<file path="src/rtl/draw_text_16x16_pkg.sv">
// Shared constants and types for the 16x16 text overlay stage.
package draw_text_16x16_pkg;

  // Glyph cell and text grid geometry.
  localparam int CHAR_W    = 8;
  localparam int CHAR_H    = 16;
  localparam int TEXT_COLS = 16;
  localparam int TEXT_ROWS = 16;
  localparam int BOX_W     = CHAR_W * TEXT_COLS;
  localparam int BOX_H     = CHAR_H * TEXT_ROWS;

  // VGA timing widths.
  localparam int HCOUNT_W = 11;
  localparam int VCOUNT_W = 11;
  localparam int RGB_W    = 12;

  // Timing bundle carried alongside the pixel through the pipeline.
  typedef struct packed {
    logic [HCOUNT_W-1:0] hcount;
    logic [VCOUNT_W-1:0] vcount;
    logic                hsync;
    logic                vsync;
    logic                hblnk;
    logic                vblnk;
  } vga_timing_t;

  // Highlight blink phase: ON shows the highlight colour on the selected row.
  typedef enum logic {
    BLINK_OFF = 1'b0,
    BLINK_ON  = 1'b1
  } blink_phase_t;

endpackage

</file>
<file path="src/rtl/draw_text_16x16_signal_delay.sv">
// Fixed-length register delay line with asynchronous active-low reset.
module draw_text_16x16_signal_delay #(
  parameter int WIDTH   = 1,
  parameter int CLK_DEL = 1
) (
  input  logic             clk,
  input  logic             rst_n,
  input  logic [WIDTH-1:0] din,
  output logic [WIDTH-1:0] dout
);

  logic [WIDTH-1:0] stage [CLK_DEL];

  // Shift din through CLK_DEL register stages.
  // NOTE: every stage is reset (it is a short flop chain, not a RAM) so the
  // delayed outputs read 0 as soon as reset asserts; sequential state uses
  // non-blocking assignments so all stages shift on the same edge.
  always_ff @(posedge clk or negedge rst_n) begin
    if (!rst_n) begin
      for (int i = 0; i < CLK_DEL; i++) stage[i] <= '0;
    end else begin
      stage[0] <= din;
      for (int i = 1; i < CLK_DEL; i++) stage[i] <= stage[i-1];
    end
  end

  assign dout = stage[CLK_DEL-1];

endmodule

</file>
<file path="src/rtl/draw_text_16x16.sv">
// Overlays a 16x16 grid of 8x16 glyphs on the VGA pixel stream, with a
// frame-synchronous blinking highlight on one selected text row.
module draw_text_16x16
  import draw_text_16x16_pkg::*;
#(
  parameter logic [10:0] XPOS         = 11'd64,
  parameter logic [10:0] YPOS         = 11'd64,
  parameter logic [11:0] FG_COLOR     = 12'hFFF,
  parameter logic [11:0] HL_COLOR     = 12'hF80,
  parameter logic [5:0]  BLINK_FRAMES = 6'd30
) (
  input  logic        clk,
  input  logic        rst_n,
  input  logic [10:0] hcount_in,
  input  logic [10:0] vcount_in,
  input  logic        hsync_in,
  input  logic        vsync_in,
  input  logic        hblnk_in,
  input  logic        vblnk_in,
  input  logic [11:0] rgb_in,
  input  logic        sel_en,
  input  logic [3:0]  sel_row,
  output logic [7:0]  char_xy,
  output logic [3:0]  char_line,
  input  logic [7:0]  char_pixels,
  output logic [10:0] hcount_out,
  output logic [10:0] vcount_out,
  output logic        hsync_out,
  output logic        vsync_out,
  output logic        hblnk_out,
  output logic        vblnk_out,
  output logic [11:0] rgb_out
);

  // Position relative to the box; unsigned wrap turns the range test into
  // a single compare per axis.
  logic [10:0] rel_x, rel_y;
  logic        in_box;

  assign rel_x  = hcount_in - XPOS;
  assign rel_y  = vcount_in - YPOS;
  assign in_box = !hblnk_in && !vblnk_in &&
                  (rel_x < 11'(BOX_W)) && (rel_y < 11'(BOX_H));

  // S1 registers (also address the char ROM), S2 alignment with the font ROM.
  logic [3:0]  col_q, row_q, line_q, row_d;
  logic [2:0]  xoff_q, xoff_d;
  logic        in_box_q, in_box_d;
  logic [11:0] rgb_d, rgb_out_q;

  // Pipeline registers for stages S1 and S2.
  always_ff @(posedge clk or negedge rst_n) begin
    if (!rst_n) begin
      col_q    <= '0;
      row_q    <= '0;
      line_q   <= '0;
      xoff_q   <= '0;
      in_box_q <= 1'b0;
      xoff_d   <= '0;
      row_d    <= '0;
      in_box_d <= 1'b0;
    end else begin
      col_q    <= rel_x[6:3];
      xoff_q   <= rel_x[2:0];
      row_q    <= rel_y[7:4];
      line_q   <= rel_y[3:0];
      in_box_q <= in_box;
      xoff_d   <= xoff_q;
      row_d    <= row_q;
      in_box_d <= in_box_q;
    end
  end

  assign char_xy   = {row_q, col_q};
  assign char_line = line_q;

  // Timing rides three stages; rgb rides two and is muxed into S3.
  vga_timing_t timing_in, timing_out;

  assign timing_in = '{hcount: hcount_in, vcount: vcount_in, hsync: hsync_in,
                       vsync: vsync_in, hblnk: hblnk_in, vblnk: vblnk_in};

  draw_text_16x16_signal_delay #(.WIDTH($bits(vga_timing_t)), .CLK_DEL(3)) u_timing_delay (
    .clk   (clk),
    .rst_n (rst_n),
    .din   (timing_in),
    .dout  (timing_out)
  );

  draw_text_16x16_signal_delay #(.WIDTH(RGB_W), .CLK_DEL(2)) u_rgb_delay (
    .clk   (clk),
    .rst_n (rst_n),
    .din   (rgb_in),
    .dout  (rgb_d)
  );

  // Blink FSM: frame counter and phase advance on each vsync rising edge.
  logic         vsync_q, vsync_next;
  logic [5:0]   cnt_q, cnt_next;
  blink_phase_t blink_q, blink_next;
  logic         sel_en_q, sel_en_next;
  logic [3:0]   sel_row_q, sel_row_next;
  logic         frame_tick;

  assign frame_tick = vsync_in & ~vsync_q;

  // Blink state register.
  always_ff @(posedge clk or negedge rst_n) begin
    if (!rst_n) begin
      vsync_q   <= 1'b0;
      cnt_q     <= '0;
      blink_q   <= BLINK_OFF;
      sel_en_q  <= 1'b0;
      sel_row_q <= '0;
    end else begin
      vsync_q   <= vsync_next;
      cnt_q     <= cnt_next;
      blink_q   <= blink_next;
      sel_en_q  <= sel_en_next;
      sel_row_q <= sel_row_next;
    end
  end

  // Blink next state: selection is latched only at frame boundaries.
  // NOTE: every output is given a default first so no path leaves it
  // unassigned, which would otherwise infer a latch.
  always_comb begin
    vsync_next   = vsync_in;
    cnt_next     = cnt_q;
    blink_next   = blink_q;
    sel_en_next  = sel_en_q;
    sel_row_next = sel_row_q;
    if (frame_tick) begin
      sel_en_next  = sel_en;
      sel_row_next = sel_row;
      if (cnt_q == BLINK_FRAMES - 6'd1) begin
        cnt_next   = '0;
        blink_next = (blink_q == BLINK_ON) ? BLINK_OFF : BLINK_ON;
      end else begin
        cnt_next = cnt_q + 6'd1;
      end
    end
  end

  // Blink output: glyph colour for the pixel entering S3 (pre-tick state).
  logic [11:0] glyph_color;

  always_comb begin
    glyph_color = FG_COLOR;
    if (sel_en_q && (row_d == sel_row_q) && (blink_q == BLINK_ON))
      glyph_color = HL_COLOR;
  end

  // bit7 of the font row is the leftmost pixel of the cell.
  logic pix;
  assign pix = char_pixels[3'd7 - xoff_d];

  // S3: recolour set glyph pixels inside the box, otherwise pass rgb through.
  always_ff @(posedge clk or negedge rst_n) begin
    if (!rst_n) rgb_out_q <= '0;
    else        rgb_out_q <= (in_box_d && pix) ? glyph_color : rgb_d;
  end

  assign rgb_out    = rgb_out_q;
  assign hcount_out = timing_out.hcount;
  assign vcount_out = timing_out.vcount;
  assign hsync_out  = timing_out.hsync;
  assign vsync_out  = timing_out.vsync;
  assign hblnk_out  = timing_out.hblnk;
  assign vblnk_out  = timing_out.vblnk;

endmodule
</file>
<file path="config.mk">
export PLATFORM = sky130hd
export DESIGN_NAME = draw_text_16x16
export DESIGN_NICKNAME = d
export VERILOG_FILES = /design/src/rtl/draw_text_16x16_pkg.sv /design/src/rtl/draw_text_16x16_signal_delay.sv /design/src/rtl/draw_text_16x16.sv
export SDC_FILE = /design/constraint.sdc
export NUM_CORES = 1
export LEC_CHECK = 0
export BUFFER_PORTS_ARGS = -buffer_cell sky130_fd_sc_hd__buf_2
export CAP_MARGIN = 20
export CORE_UTILIZATION = 50
export CTS_CLUSTER_SIZE = 8
export DETAILED_ROUTE_END_ITERATION = 6
export PLACE_DENSITY = 0.83
export SLEW_MARGIN = 20
export SYNTH_ARGS = -nofsm -noshare
export SYNTH_HDL_FRONTEND = slang
export SYNTH_SLANG_ARGS = --single-unit
</file>
<file path="constraint.sdc">
create_clock -name clk -period 2.3 [get_ports clk]
set_clock_uncertainty 0.15 [all_clocks]
set_input_delay 0.115 -clock clk [delete_from_list [all_inputs] [get_ports clk]]
set_output_delay 0.115 -clock clk [all_outputs]
set_load 0.02 [all_outputs]
</file>
==> results.md <==
- In the routed design, unresolved DRC markers number 0.
- The vias per cell is 4.51.
- The net count reported at finish is ~450.
- In this run the power density over the cells is roughly 1000 nW/um2.
- The critical path is of the register to register type.
- The worst hold-check slack is around 0.03 ns.
- By area the synthesized netlist is led by sky130_fd_sc_hd__dfrtp_1 (80%), sky130_fd_sc_hd__buf_4 (5.6%), sky130_fd_sc_hd__nand2_1 (2.1%).
- The tightest min-delay check is of the input pin to asynchronous set/reset pin type.
- The core box area is between 7000 and 8000 um2.
- In this run, the combinational gates consume slightly below 8% of the power.
- The routability-driven placement congestion ratio is between 0.6 and 0.7.
- The worst stage delay on the critical path is about 0.57 ns.
- The root buffer selected by CTS is sky130_fd_sc_hd__clkbuf_8.
- Static timing analysis puts the maximum clock frequency at 516 MHz.
- The number of global-route vias before repair is about 2,500.
- The wire length per cell after detailed routing is 14.3 um.
- The post-route standard cell area excluding fillers is 5640 um2.
- The number of routed nets with antenna violations is 0.
- The H-tree was split into 4 levels.
- The first-pass iteration count of the detailed router is 4.
- The number of distinct library cells after synthesis is 30.
- The synthesized design contains 0 enable-type register cells.
- The placed instances occupy a cell area of approximately 4600 um2.
- Each instance of the synthesized netlist takes up on average around 16 um2.
- The worst slew margin relative to its limit is between 50% and 60%.
- Global routing consumed, over all layers together, slightly below 20% of the routing resources.
- The final hold violation count was 0.
- Across the run, the number of max-cap violations was 0.
- For this run, the number of Yosys warnings is 0.
- In the synthesized netlist, the number of instances is 260.
- The summed instance area of the synthesized netlist is 4160 um2.
- In this run, post-CTS repair resized a total of 0 instances.
- After routing, the total negative slack on setup checks comes to 0 ns.
- Detailed routing inserted a total of approximately 2,300 vias.
- The routed design could run at a clock period as short as between 1.5 and 2 ns.
- TritonCTS built the clock tree.
- After global routing the overflow that remains totals 0.
- The transition time at the pin with the least slew margin is roughly 0.64 ns.
- Input and output buffers added on the ports amount to around 100.
- After synthesis the netlist holds a flip-flop and latch count of 133.
- The number of antenna diodes in the final layout is 0.
- The number of top-level design ports is between 100 and 150.
- In the synthesized netlist the dominant register cell turns out to be sky130_fd_sc_hd__dfrtp_1.
- The initialized floorplan defines 32 standard-cell rows.
- The sequential cell fraction of total power is between 40% and 50%.
- The final wirelength is 7310 um.
- The type of origin of the critical path is a register.
- The cell-internal power is 4.32 mW.
- The kind of cell adding the most delay to the critical path is multiplexers.
- For this configuration, the core starts out at a cell density of ~53%.
- The number of antenna violations at the first check in global routing is 0.
- Synthesis produced a netlist with a net count of 317.
- Entering global routing, the biggest net connects around 50 pins.
- The number of fill cells is roughly 510.
- Clock-pin slew was measured on the worst setup and hold paths at 0.06 ns.
- Of the total power, the clock network draws between 40% and 50%.
- The worst setup path is captured at a register.
- The static leakage is between 2 and 3 nW.
- For the worst setup path, the data required time is 2.53 ns.
- Together, buffers and inverters on the worst path number 0.
- The global-route wire length before repair is about 12,000 um.
- Setup repair after global routing left no endpoint under its margin.
- The final cycle utilization of the critical path is 84.2%.
- No sink is reached through more buffers than the 2 on the longest clock path.
- From synthesis to final layout, the design area changed by 35.7%.
- The cell with the largest stage delay on the worst path is sky130_fd_sc_hd__mux4_2.
- The total power after layout is 5.67 mW.
- The sink count of the clock tree is between 100 and 150.
- The final-report max-slew violation count came to 0.
- The top cell type by area accounts for 80.0% of the synthesized area.
- The share of synthesized registers carrying an async set or reset is between 90% and 100%.
- The floorplan step set the die height to about 93 um.
- Summed over all instances, the cell type with the most area after synthesis is sky130_fd_sc_hd__dfrtp_1.
- The run finished with clean final reports.
- Buffers inserted during clock tree synthesis total 17.
- The number of buffers inserted by post-CTS setup repair is 0.
- The die area is between 8000 and 9000 um2.
- The initial DRC count is 56.
- From left edge to right edge, the die measures approximately 93 um.
- VDD sags by at most ~0.7 mV.
- The final setup violation count is 0.
- The fraction of final layout cells sized beyond drive strength 1 is between 30% and 40%.
- The maximum fanout along the worst path is 12.
- The critical path goes through mux4_2, o21a_1, or2_2.
- The estimated wirelength of the detail-placed design is around 4600 um.
- The switching power is 1.35 mW.
- The later pin in the worst-skew pair is clocked with a latency of approximately 0.5 ns.
- The register area share after synthesis is 80.0%.
- The proportion of total power due to net switching is about a quarter.
- The worst path arrival time is between 2 and 2.5 ns.
## repair_timing
action,in CTS,in global routing
endpoints found under the setup margin,0,0
hold endpoints to repair,181,0
hold buffers,45,0
## area by class of cell
class                           count  area (um2)  area share, %
Clock buffer                       18         428           7.59
Multi-Input combinational cell     85         548           9.72
Sequential cell                   133        3330           59.0
Timing Repair Buffer              150        1010           17.9
Tap cell                          102         128           2.26
Inverter                            8        30.0          0.532
Clock inverter                     14         166           2.95
## logic make-up after synthesis
kind of cell	count (synthesis)	synth area share, %
muxes	4	1.29
buffers and inverters	42	6.77
AOI/OAI and AO/OA	20	3.67
xor gates and xnor gates	7	1.47
adders and majority gates	4	1.20
DFF	133	80.0
and+or+nand+nor	50	5.54
## cells in the final DEF (no fill, tap or decap), types with 2 or more instances in the layout
cell type	netlist	routed
sky130_fd_sc_hd__o21a_1	8	8
sky130_fd_sc_hd__bufinv_16	0	2
sky130_fd_sc_hd__nand2_1	23	23
sky130_fd_sc_hd__xnor2_1	2	2
sky130_fd_sc_hd__o21ai_0	3	3
sky130_fd_sc_hd__or2_1	3	3
sky130_fd_sc_hd__inv_8	0	2
sky130_fd_sc_hd__dlygate4sd3_1	0	44
sky130_fd_sc_hd__inv_6	0	6
sky130_fd_sc_hd__buf_4	31	2
sky130_fd_sc_hd__mux2i_1	2	2
sky130_fd_sc_hd__buf_12	0	2
sky130_fd_sc_hd__nor2_1	6	6
sky130_fd_sc_hd__nor3_1	7	7
sky130_fd_sc_hd__and3_1	2	2
sky130_fd_sc_hd__or2_2	2	2
sky130_fd_sc_hd__xor2_1	5	5
sky130_fd_sc_hd__ha_1	4	4
sky130_fd_sc_hd__nand3_1	2	2
sky130_fd_sc_hd__a21o_1	3	3
sky130_fd_sc_hd__dfrtp_1	133	133
sky130_fd_sc_hd__nor2b_1	2	2
sky130_fd_sc_hd__o31ai_1	2	2
sky130_fd_sc_hd__clkinvlp_4	0	3
sky130_fd_sc_hd__buf_2	0	101
sky130_fd_sc_hd__inv_1	8	8
sky130_fd_sc_hd__clkbuf_16	0	16
sky130_fd_sc_hd__clkbuf_8	0	2
## flip-flops by register name, summed over array words and instances, names as in the netlist
name                  count
blink_q                   1
cnt_q                     6
col_q                     1
in_box_d                  1
in_box_q                  1
rgb_out                  12
row_d                     2
row_q                     2
sel_en_q                  1
sel_row_q                 4
u_rgb_delay.dout         12
u_rgb_delay.stage        12
u_timing_delay.dout      26
u_timing_delay.stage     52
## synth_stat cells (2+ instances only)
| cell type | n |
|---|---|
| sky130_fd_sc_hd__dfrtp_1 | 133 |
| sky130_fd_sc_hd__and3_1 | 2 |
| sky130_fd_sc_hd__nor2b_1 | 2 |
| sky130_fd_sc_hd__or2_2 | 2 |
| sky130_fd_sc_hd__or2_1 | 3 |
| sky130_fd_sc_hd__clkbuf_1 | 2 |
| sky130_fd_sc_hd__a21o_1 | 3 |
| sky130_fd_sc_hd__nor2_1 | 6 |
| sky130_fd_sc_hd__xor2_1 | 5 |
| sky130_fd_sc_hd__inv_1 | 8 |
| sky130_fd_sc_hd__ha_1 | 4 |
| sky130_fd_sc_hd__o21a_1 | 8 |
| sky130_fd_sc_hd__nand2_1 | 23 |
| sky130_fd_sc_hd__o21ai_0 | 3 |
| sky130_fd_sc_hd__o31ai_1 | 2 |
| sky130_fd_sc_hd__buf_4 | 31 |
| sky130_fd_sc_hd__nor3_1 | 7 |
| sky130_fd_sc_hd__nand3_1 | 2 |
| sky130_fd_sc_hd__xnor2_1 | 2 |
| sky130_fd_sc_hd__mux2i_1 | 2 |
## power by group through the flow
stage / logic [mW] / registers [mW] / clock network (mW)
6_report: 0.438 / 2.61 / 2.63
5_1_grt: 0.486 / 2.63 / 2.79
4_1_cts: 0.445 / 2.61 / 2.68
3_5_place_dp: 0.379 / 2.65 / 0
3_3_place_gp: 0.356 / 2.63 / 0
2_1_floorplan: 0.213 / 2.64 / 0
## worst register-to-register path: stages (launching register included)
cell and delay [ns]:
sky130_fd_sc_hd__dfrtp_1 0.45, sky130_fd_sc_hd__mux4_2 0.57, sky130_fd_sc_hd__o21a_1 0.31, sky130_fd_sc_hd__or2_2 0.34
## routing by layer
layer  routed length (um)  part of all wire, %  global-route usage, %
met1                 2730                   37                   20.6
met2                 4150                   57                   34.4
met3                  251                  3.4                   5.04
met4                  178                  2.4                   11.2
met5                    0                    0                      0
## path summary, 6_finish.rpt
check | from | end | slack (ns) | cells after the start
max reg2reg | u_timing_delay.stage[41]$_DFF_PN0_ | rgb_out[11]$_DFF_PN0_ | 0.36 | 3
min | rst_n | sel_row_q[0]$_DFFE_PN0P_ | 0.03 | 3
max | u_timing_delay.stage[41]$_DFF_PN0_ | rgb_out[11]$_DFF_PN0_ | 0.36 | 3
max in group asynchronous | rst_n | u_rgb_delay.dout[3]$_DFF_PN0_ | 1.73 | 3
min in group clk | hcount_in[3] | u_timing_delay.stage[70]$_DFF_PN0_ | 0.10 | 2
min reg2reg | u_timing_delay.stage[68]$_DFF_PN0_ | u_timing_delay.stage[42]$_DFF_PN0_ | 0.19 | 0
## through the flow
stage | cells | util, % | setup WS [ns]
CTS | 510 | 71.5 | 0.361
global route | 510 | 71.5 | 0.230
floorplan | 260 | - | 0.574
global placement | 433 | 58.1 | 0.487
finish | 510 | 71.5 | 0.363
detailed placement | 433 | 58.1 | 0.397
No activity file was read; power rests on OpenSTA's default activity.
